--- config.mk ---
export PLATFORM = sky130hd
export DESIGN_NAME = rom_scan_ctrl
export DESIGN_NICKNAME = d
export VERILOG_FILES = /design/src/rtl/rom_scan_ctrl.sv
export SDC_FILE = /design/constraint.sdc
export NUM_CORES = 1
export LEC_CHECK = 0
export ABC_AREA = 1
export CORE_UTILIZATION = 53
export DETAILED_ROUTE_END_ITERATION = 16
export PLACE_DENSITY = 0.81
export SYNTH_ARGS = -nofsm -noshare
export SYNTH_HDL_FRONTEND = slang
export SYNTH_SLANG_ARGS = --single-unit
--- constraint.sdc ---
create_clock -name clk -period 4 [get_ports clk]
set_input_delay 0.6 -clock clk [delete_from_list [all_inputs] [get_ports clk]]
set_output_delay 0.6 -clock clk [all_outputs]
set_load 0.005 [all_outputs]
--- src/rtl/rom_scan_ctrl.sv ---
// Scan controller for a small combinational lookup ROM: walks an address window and reports
// sum/max/min with a one-cycle completion pulse. Optional wrap-around: ROM_SCAN_WRAP_EN.
module rom_scan_ctrl #(
  parameter int unsigned DEPTH = 12,
  parameter int unsigned AW    = 8,
  parameter int unsigned DW    = 8
) (
  input  logic          clk,
  input  logic          rst,
  input  logic          Start,
  input  logic [AW-1:0] Dir_ini,
  input  logic [7:0]    Longitud,
  output logic [AW-1:0] Dir,
  input  logic [DW-1:0] Dato_s,
  output logic          Ocupado,
  output logic          Listo,
  output logic          Error,
  output logic [15:0]   Suma,
  output logic [DW-1:0] Maximo,
  output logic [DW-1:0] Minimo
);

  typedef enum logic [1:0] {StIdle, StScan, StDone} state_e;

  state_e        state_q, state_d;
  logic [AW-1:0] dir_q, dir_d, dir_nxt;
  logic [7:0]    cnt_q, cnt_d;
  logic          busy_q, busy_d;
  logic          listo_q, listo_d;
  logic          error_q, error_d;
  logic [15:0]   sum_q, sum_d;
  logic [DW-1:0] max_q, max_d;
  logic [DW-1:0] min_q, min_d;
  logic          req_bad;

`ifdef ROM_SCAN_WRAP_EN
  assign dir_nxt = (dir_q == AW'(DEPTH - 1)) ? '0 : dir_q + AW'(1);
  assign req_bad = (Longitud == 8'd0) || (Dir_ini >= AW'(DEPTH));
`else
  logic [AW:0] win_end;

  // One extra bit so the window end cannot overflow before the compare.
  assign win_end = (AW + 1)'(Dir_ini) + (AW + 1)'(Longitud);
  assign dir_nxt = dir_q + AW'(1);
  assign req_bad = (Longitud == 8'd0) || (Dir_ini >= AW'(DEPTH)) ||
                   (win_end > (AW + 1)'(DEPTH));
`endif

  always_comb begin
    state_d = state_q;
    dir_d   = dir_q;
    cnt_d   = cnt_q;
    busy_d  = busy_q;
    listo_d = 1'b0;
    error_d = error_q;
    sum_d   = sum_q;
    max_d   = max_q;
    min_d   = min_q;
    unique case (state_q)
      StIdle: begin
        if (Start) begin
          sum_d   = '0;
          max_d   = '0;
          min_d   = '1;
          error_d = req_bad;
          if (req_bad) begin
            // Rejected requests complete on the sampling edge without touching the ROM.
            listo_d = 1'b1;
            state_d = StDone;
          end else begin
            dir_d   = Dir_ini;
            cnt_d   = Longitud;
            busy_d  = 1'b1;
            state_d = StScan;
          end
        end
      end
      StScan: begin
        sum_d = sum_q + 16'(Dato_s);
        if (Dato_s > max_q) max_d = Dato_s;
        if (Dato_s < min_q) min_d = Dato_s;
        dir_d = dir_nxt;
        cnt_d = cnt_q - 8'd1;
        if (cnt_q == 8'd1) begin
          busy_d  = 1'b0;
          listo_d = 1'b1;
          state_d = StDone;
        end
      end
      StDone: begin
        state_d = StIdle;
      end
      default: begin
        state_d = StIdle;
      end
    endcase
  end

  always_ff @(posedge clk or posedge rst) begin
    if (rst) begin
      state_q <= StIdle;
      dir_q   <= '0;
      cnt_q   <= '0;
      busy_q  <= 1'b0;
      listo_q <= 1'b0;
      error_q <= 1'b0;
      sum_q   <= '0;
      max_q   <= '0;
      min_q   <= '1;
    end else begin
      state_q <= state_d;
      dir_q   <= dir_d;
      cnt_q   <= cnt_d;
      busy_q  <= busy_d;
      listo_q <= listo_d;
      error_q <= error_d;
      sum_q   <= sum_d;
      max_q   <= max_d;
      min_q   <= min_d;
    end
  end

  assign Dir     = dir_q;
  assign Ocupado = busy_q;
  assign Listo   = listo_q;
  assign Error   = error_q;
  assign Suma    = sum_q;
  assign Maximo  = max_q;
  assign Minimo  = min_q;

endmodule

==> results of run 1 <==
[layout make-up]
cell class                 instances  area (um2)
fill                             587        2170
clock buffer                       5        68.8
inverter                          75         282
timing repair buffer              71         706
tap                               96         120
sequential                        53        1340
multi-input combinational        395        2120
clock inverter                     3        65.1
[power groups by stage]
| stage | clock network (mW) | logic [mW] | registers (mW) |
|---|---|---|---|
| after floorplan | 0 | 0.290 | 0.692 |
| after global routing | 0.457 | 0.547 | 0.713 |
| after global placement | 0 | 0.458 | 0.704 |
| after CTS | 0.437 | 0.482 | 0.700 |
| final | 0.427 | 0.483 | 0.703 |
| after detailed placement | 0 | 0.477 | 0.707 |
[logic make-up (layout without fill, tap and decap cells)]
family,Yosys count,in the layout,share of synthesized area
compound gates,79,79,0.116
buf+inv,86,154,0.0890
flops,53,53,0.352
xor+xnor,6,6,0.0138
simple gates,274,274,0.307
fa+ha+maj,36,36,0.123
[cell usage in the layout (no fill, tap or decap), drive strengths merged, types with 2 or more instances in the layout]
cell / count
dfstp: 8
nor2: 47
a22o: 2
nand2: 158
clkdlybuf4s50: 69
o21a: 4
clkbuf: 5
o21ai: 41
buf: 2
nor3: 5
xor2: 4
bufinv: 2
nand3: 53
fa: 2
nand4: 8
dfrtp: 45
a21boi: 3
inv: 75
o22ai: 3
a21oi: 21
ha: 34
xnor2: 2
[worst max-delay path by stage]
stage                startpoint       end  slack (ps)
floorplan            Dir_ini[0]    Dir[6]        1690
global placement     Dir_ini[0]    Dir[6]        1110
detailed placement  Longitud[0]  cnt_q[5]         960
CTS                 Longitud[0]  cnt_q[3]        1300
global route        Longitud[0]  cnt_q[3]        1080
finish              Longitud[0]  cnt_q[3]        1250
[state kept, by name, summed over array words and instances, names as in the netlist]
register and flops:
Error 1, Minimo 8, Ocupado 1, Maximo 8, cnt_q 8, state_q 2
Listo 1, Dir 8, Suma 16
[critical path, stage by stage]
cell,delay [ps]
sky130_fd_sc_hd__clkdlybuf4s50_1,460
sky130_fd_sc_hd__ha_1,240
sky130_fd_sc_hd__fa_1,430
sky130_fd_sc_hd__nand3_2,110
sky130_fd_sc_hd__nand3_1,90
sky130_fd_sc_hd__nand2_1,100
sky130_fd_sc_hd__nand2_1,50
sky130_fd_sc_hd__nand2_1,60
sky130_fd_sc_hd__nand2_1,50
sky130_fd_sc_hd__nor2_2,110
sky130_fd_sc_hd__nand3_2,100
sky130_fd_sc_hd__nand2_4,200
sky130_fd_sc_hd__nand2_4,170
sky130_fd_sc_hd__nand2_1,120
sky130_fd_sc_hd__nand2_1,60
[per-layer routing]
layer | vias to the layer above | share of wire | GRT usage
li1 | 1871 | - | -
met4 | 0 | 0.017 | 0.0894
met2 | 106 | 0.47 | 0.462
met3 | 17 | 0.053 | 0.0419
met1 | 1686 | 0.46 | 0.350
met5 | - | 0 | 0
==> key figures, run 1 <==
Outcome
  • Run status: finished, final reports clean

Layout
  • Area of all placed cells without fillers: ~4700 um2
  • Proportion of layout cells with a drive suffix above 1: 0.0482
  • N_diodes: 0
  • Final core utilization: 0.684
  • Total Nets Final: 664
  • Layout Area Growth over Synthesis: 23.8%
  • Finished Layout Cells: ~700

Place
  • DP Area: 4570 um2
  • Placer Congestion: about 0.88
  • Number of buffers added on ports: 69
  • Detailed Place HPWL: approximately 6.9 mm
  • Post-place setup slack: 959 ps
  • Number of placed cells counting well taps: 690

Power and ir drop
  • Clock power frac: 0.265
  • Internal portion of total power: between 1 and 1.5 mW
  • Proportion of power drawn by flip-flops and latches: 0.436
  • Peak supply drop: 0.000234 V
  • P_sw: 0.526 mW
  • Total power divided by cell area: between 300 and 400 nW/um2
  • Combinational share of power: 0.300
  • Switching Share: 0.326
  • Leakage power: around 2.4 nW
  • Total design power: 1.61 mW

Worst setup path
  • CP Data Arrival Time: 2950 ps
  • Length in cells of the worst reg-to-reg path: 8
  • Highest fanout seen on the critical path: 18
  • Critical path startpoint category: input port
  • Reg-to-Reg End: Minimo[0]
  • Category of the critical setup timing path: in -> reg
  • Reg-to-reg critical path startpoint: Minimo[7]
  • Internal reg-to-reg setup slack: 1910 ps
  • Worst path required time: around 4200 ps
  • Kind of end point of the critical path: register

Yosys
  • Portion of the post-synthesis area used by sequential elements: 0.352
  • Post-synthesis register bit count: 53
  • Number of instances in the synthesized netlist: 534
  • Most frequently used flop master after synthesis: sky130_fd_sc_hd__dfrtp_1
  • Share of async-settable or async-resettable flops after synthesis: 1.00
  • Synth top cells by count: sky130_fd_sc_hd__nand2_1, sky130_fd_sc_hd__inv_1, sky130_fd_sc_hd__nand3_1, sky130_fd_sc_hd__nor2_1, sky130_fd_sc_hd__dfrtp_1
  • Ranking of synthesized cells by area: sky130_fd_sc_hd__dfrtp_1, sky130_fd_sc_hd__nand2_1, sky130_fd_sc_hd__ha_1
  • Syn Std Cell Area: 3800 um2
  • Cell with the most instances after synthesis: sky130_fd_sc_hd__nand2_1
  • Number of enable-type register cells in the synthesized netlist: 0
  • Share of the synthesized area in the top cell type: 0.297
  • Library cells used by synthesis: 37
  • Yosys top cell by area: sky130_fd_sc_hd__dfrtp_1
  • Total nets after synthesis: between 500 and 600
  • Warning count from the yosys run: 0
  • Avg Synthesized Cell Area: 7.11 um2

Floorplan
  • Chip Width: 86.6 um
  • Area enclosed by the die boundary: roughly 7500 um2
  • Effective utilization at floorplan: 0.553
  • Number of placement rows: 30
  • Chip Height: slightly below 90 um
  • IO Count: 70
  • Floorplan Core Area: 6870 um2

Worst hold path
  • Hold Path End: cnt_q[1]
  • Kind of path behind the tightest hold check: reg -> reg
  • Startpoint of the most critical hold path: cnt_q[1]
  • Count of cells along the worst hold path: 2

Clocking
  • CTS resizes: 0
  • Total clock buffers created by CTS: 5
  • CTS tree: yes
  • Htree depth: 2
  • CTS max path bufs: 2
  • Clock-pin slew of the registers on the worst-case setup and hold paths: 90 ps
  • Number of buffers inserted for hold repair after clock tree synthesis: 0
  • Cell at the root of the clock tree: sky130_fd_sc_hd__clkbuf_8
  • Setup repair bufs after CTS: 0
  • Number of clock sinks: 53
  • Clock latency on the worst-skew pair: 310 ps

STA
  • Count of pins over their slew limit: 0
  • Slack of the critical path: 1250 ps
  • Part of the cycle the worst path needs: 0.689
  • Number of failing hold endpoints at the final stage: 0
  • Unrepaired setup endpoints after global routing: no
  • Setup tns final: 0 ps
  • Smallest hold slack: 484 ps
  • Relative slew slack: 0.280
  • Worst Skew: 5.89 ps
  • Min Clock Period, post-route: 2750 ps
  • Transition time at the pin with the least slew margin: 1080 ps
  • Final number of setup-violating endpoints: 0
  • F_max: 363 MHz

Run
  • # Max-Cap Violations: 0

Drt
  • Wire length reported by the detailed router: between 9 and 10 mm
  • Detailed-route wire length per cell: between 10 and 15 um
  • Number of nets with antenna violations after routing: 0
  • DRC marker count from the first detailed-route iteration: 171
  • Via count of the routed design: between 3000 and 4000
  • DR DRC count: 0
  • Number of vias per cell after detailed routing: between 5 and 6
  • First-pass iteration count of the detailed router: 5

GRT
  • Global Route Usage Sum: 0.270
  • Overflow left after global routing: 0
  • Number of antenna violations at the first check in global routing: 0
  • Maximum number of pins on one net before global-route repair: between 50 and 60
  • Wire length of the first global-routing pass: approximately 16 mm
  • Via count of the first global-routing pass: 3488
Note: power is estimated with default switching activity, not from simulation.
==> run 2: changes to the inputs <==
==> constraint.sdc (replaced) <==
create_clock -name clk -period 2.6 [get_ports clk]
set_input_delay 0.39 -clock clk [delete_from_list [all_inputs] [get_ports clk]]
set_output_delay 0.39 -clock clk [all_outputs]
set_load 0.005 [all_outputs]
==> run 2 against run 1 <==
Effect of this change: non-clock buffer count increased by 14; combinational power increased by 56%; first-iteration DRC count increased by 33%; die area unchanged; final cell count is 2.0% higher; largest cell class unchanged; largest power group unchanged; highest routed layer unchanged.
==> key figures, run 2 (synthesized netlist as in run 1, its figures left out) <==
GRT
  • Wire length of the first global-routing pass: 15.7 mm (-1.2%)
  • Number of antenna violations at the first check in global routing: 0 (unchanged)
  • Overflow left after global routing: 0 (unchanged)
  • Global Route Usage Sum: 0.266 (-0.00370)
  • Maximum number of pins on one net before global-route repair: 54 (unchanged)
  • Via count of the first global-routing pass: 3507 (+0.54%)

Drt
  • First-pass iteration count of the detailed router: 4 (-1)
  • DRC marker count from the first detailed-route iteration: 227 (+33%)
  • DR DRC count: 0 (unchanged)
  • Wire length reported by the detailed router: 9.25 mm (-2.4%)
  • Top routing layer used: met4
  • Number of nets with antenna violations after routing: 0 (unchanged)
  • Via count of the routed design: 3688 (+0.22%)
  • Detailed-route wire length per cell: 13.0 um (-4.3%)
  • Routed wire length on met2: 4.46 mm (about the same)
  • Met1 Wirelength: 4.13 mm (-5.2%)
  • Detail Route met3 WL: 519 um (+2.4%)
  • Number of vias per cell after detailed routing: 5.18 (-1.8%)

Layout
  • Most common library cell in the layout ignoring fill and taps: sky130_fd_sc_hd__nand2_1
  • Layout Area Growth over Synthesis: 26.0%
  • Commonest cells after routing, fill and taps aside: sky130_fd_sc_hd__nand2_1, sky130_fd_sc_hd__inv_1, sky130_fd_sc_hd__clkdlybuf4s50_1, sky130_fd_sc_hd__nand3_1, sky130_fd_sc_hd__nor2_1
  • Proportion of layout cells with a drive suffix above 1: 0.0682 (+0.0200)
  • N_diodes: 0 (unchanged)
  • Total Nets Final: 678 (+2.1%)
  • Finished Layout Cells: 712 (+2.0%)
  • Final core utilization: 0.696 (+0.0120)
  • Flip-flop count of the largest register, all copies and words added: 16 (unchanged)
  • Area of all placed cells without fillers: 4780 um2 (+1.8%)

STA
  • Unrepaired setup endpoints after global routing: no
  • Setup tns final: 0 ps (unchanged)
  • Part of the cycle the worst path needs: 0.900
  • Relative slew slack: 0.554 (+0.274)
  • Min Clock Period, post-route: 2340 ps
  • Slack of the critical path: 260 ps (-986 ps)
  • Smallest hold slack: 489 ps (+4.78 ps)
  • Number of failing hold endpoints at the final stage: 0 (unchanged)
  • Final number of setup-violating endpoints: 0 (unchanged)
  • Count of pins over their slew limit: 0 (unchanged)
  • F_max: approximately 430 MHz
  • Transition time at the pin with the least slew margin: 669 ps (-410 ps)
  • Worst Skew: 8.84 ps (+2.94 ps)

Place
  • Post-place setup slack: -60.0 ps (-1020 ps)
  • Number of placed cells counting well taps: 704 (+2.0%)
  • Placer Congestion: 0.905 (+2.9%)
  • Number of buffers added on ports: 69 (unchanged)
  • Detailed Place HPWL: 6.95 mm (+0.72%)
  • DP Area: 4670 um2 (+2.3%)

Power and ir drop
  • Total power divided by cell area: 502 nW/um2 (+46%)
  • Total design power: 2.40 mW (+49%)
  • Peak supply drop: 0.000317 V (+36%)
  • Leakage power: 2.44 nW (+2.3%)

Clocking
  • Total clock buffers created by CTS: 5 (unchanged)
  • Clock-pin slew of the registers on the worst-case setup and hold paths: 100 ps (about the same)
  • Clock latency on the worst-skew pair: 310 ps (about the same)
  • Setup repair bufs after CTS: 0 (unchanged)
  • Htree depth: 2 (unchanged)
  • Cell at the root of the clock tree: sky130_fd_sc_hd__clkbuf_8
  • CTS tree: yes
  • CTS max path bufs: 2 (unchanged)
  • Number of clock sinks: 53 (unchanged)
  • Number of buffers inserted for hold repair after clock tree synthesis: 0 (unchanged)
  • CTS resizes: 0 (unchanged)

Outcome
  • Run status: finished, final reports clean

Worst setup path
  • CP Data Arrival Time: 2550 ps (-400 ps)
  • Highest fanout seen on the critical path: 16 (-2)
  • Kind of end point of the critical path: register
  • Critical path, cell by cell: clkdlybuf4s50_1 > ha_1 > fa_1 > nand3_2 > nand3_1 > nand2_1 > nand2_1 > nand2_1 > nand2_1 > nor2_2 > nand3_2 > nand2_4 > nand2_4 > nand2_1 > nand2_1
  • Category of the critical setup timing path: in -> reg
  • Most common cell on crit path: sky130_fd_sc_hd__nand2_1
  • Crit path max-delay cell type: sky130_fd_sc_hd__clkdlybuf4s50_1
  • Category of cells accounting for the largest share of critical-path delay: simple AND/OR/NAND/NOR gates
  • Worst path required time: 2810 ps (-1390 ps)
  • Max stage delay on crit path: 440 ps (-20 ps)
  • Bufs and invs on worst path: 1 (unchanged)
  • Critical path startpoint category: input port

Floorplan
  • Floorplan Core Area: 6870 um2 (unchanged)
  • Area enclosed by the die boundary: 7510 um2 (unchanged)
  • Chip Width: 86.6 um (unchanged)
  • Number of placement rows: 30 (unchanged)
  • Effective utilization at floorplan: 0.553 (unchanged)
  • IO Count: 70 (unchanged)
  • Chip Height: 86.6 um (unchanged)

Worst hold path
  • Kind of path behind the tightest hold check: reg -> reg

Run
  • # Max-Cap Violations: 0 (unchanged)
run 2: changes by cell type in the layout (fill, tap and decap cells not counted), sizes merged:
| cell | before | now |
|---|---|---|
| clkbuf | 5 | 6 |
| buf | 2 | 16 |
| bufinv | 2 | 1 |
run 2: power by group:
part | internal (mW) | switching (mW) | total, mW
combinational | 0.351 | 0.404 | 0.754
clock | 0.290 | 0.279 | 0.569
sequential | 0.956 | 0.122 | 1.08
total | 1.60 | 0.804 | 2.40
run 2: tightest hold or removal path: cells and delay by family, from the launching register on:
family / cells / cell delay, ps
flip-flops: 1 / 360
AND/OR/NAND/NOR: 2 / 100
run 2: metal layers:
| layer | vias up | GRT usage |
|---|---|---|
| met2 | 106 | 0.483 |
| met3 | 12 | 0.0343 |
| li1 | 1889 | - |
| met5 | - | 0 |
| met4 | 0 | 0.0833 |
| met1 | 1681 | 0.327 |
run 2: area by class of cell:
type,instances,area [um2]
Inverter,75,282
Fill cell,607,2090
Clock buffer,6,72.6
Tap cell,96,120
Multi-Input combinational cell,395,2120
Timing Repair Buffer,85,811
Clock inverter,2,38.8
Sequential cell,53,1340
run 2: path summary, 6_finish.rpt:
| kind | start | end | slack (ps) | depth (start not counted) |
|---|---|---|---|---|
| min | cnt_q[1] | cnt_q[1] | 490 | 2 |
| max reg2reg | Suma[0] | Suma[14] | 480 | 12 |
| max | Dir_ini[0] | cnt_q[7] | 260 | 15 |
| min reg2reg | cnt_q[1] | cnt_q[1] | 490 | 2 |
| max in group asynchronous | rst | Suma[6] | 1580 | 3 |
| min in group asynchronous | rst | Suma[14] | 560 | 3 |
==> run 3: changes to the inputs <==
--- a/config.mk
+++ b/config.mk
@@ -7,6 +7,7 @@
 export LEC_CHECK = 0
 export ABC_AREA = 1
 export CORE_UTILIZATION = 53
+export CTS_CLUSTER_SIZE = 20
 export DETAILED_ROUTE_END_ITERATION = 16
 export PLACE_DENSITY = 0.81
 export SYNTH_ARGS = -nofsm -noshare
==> results of run 3 <==
Final layout, timing and power as in run 2 (identical DEF).
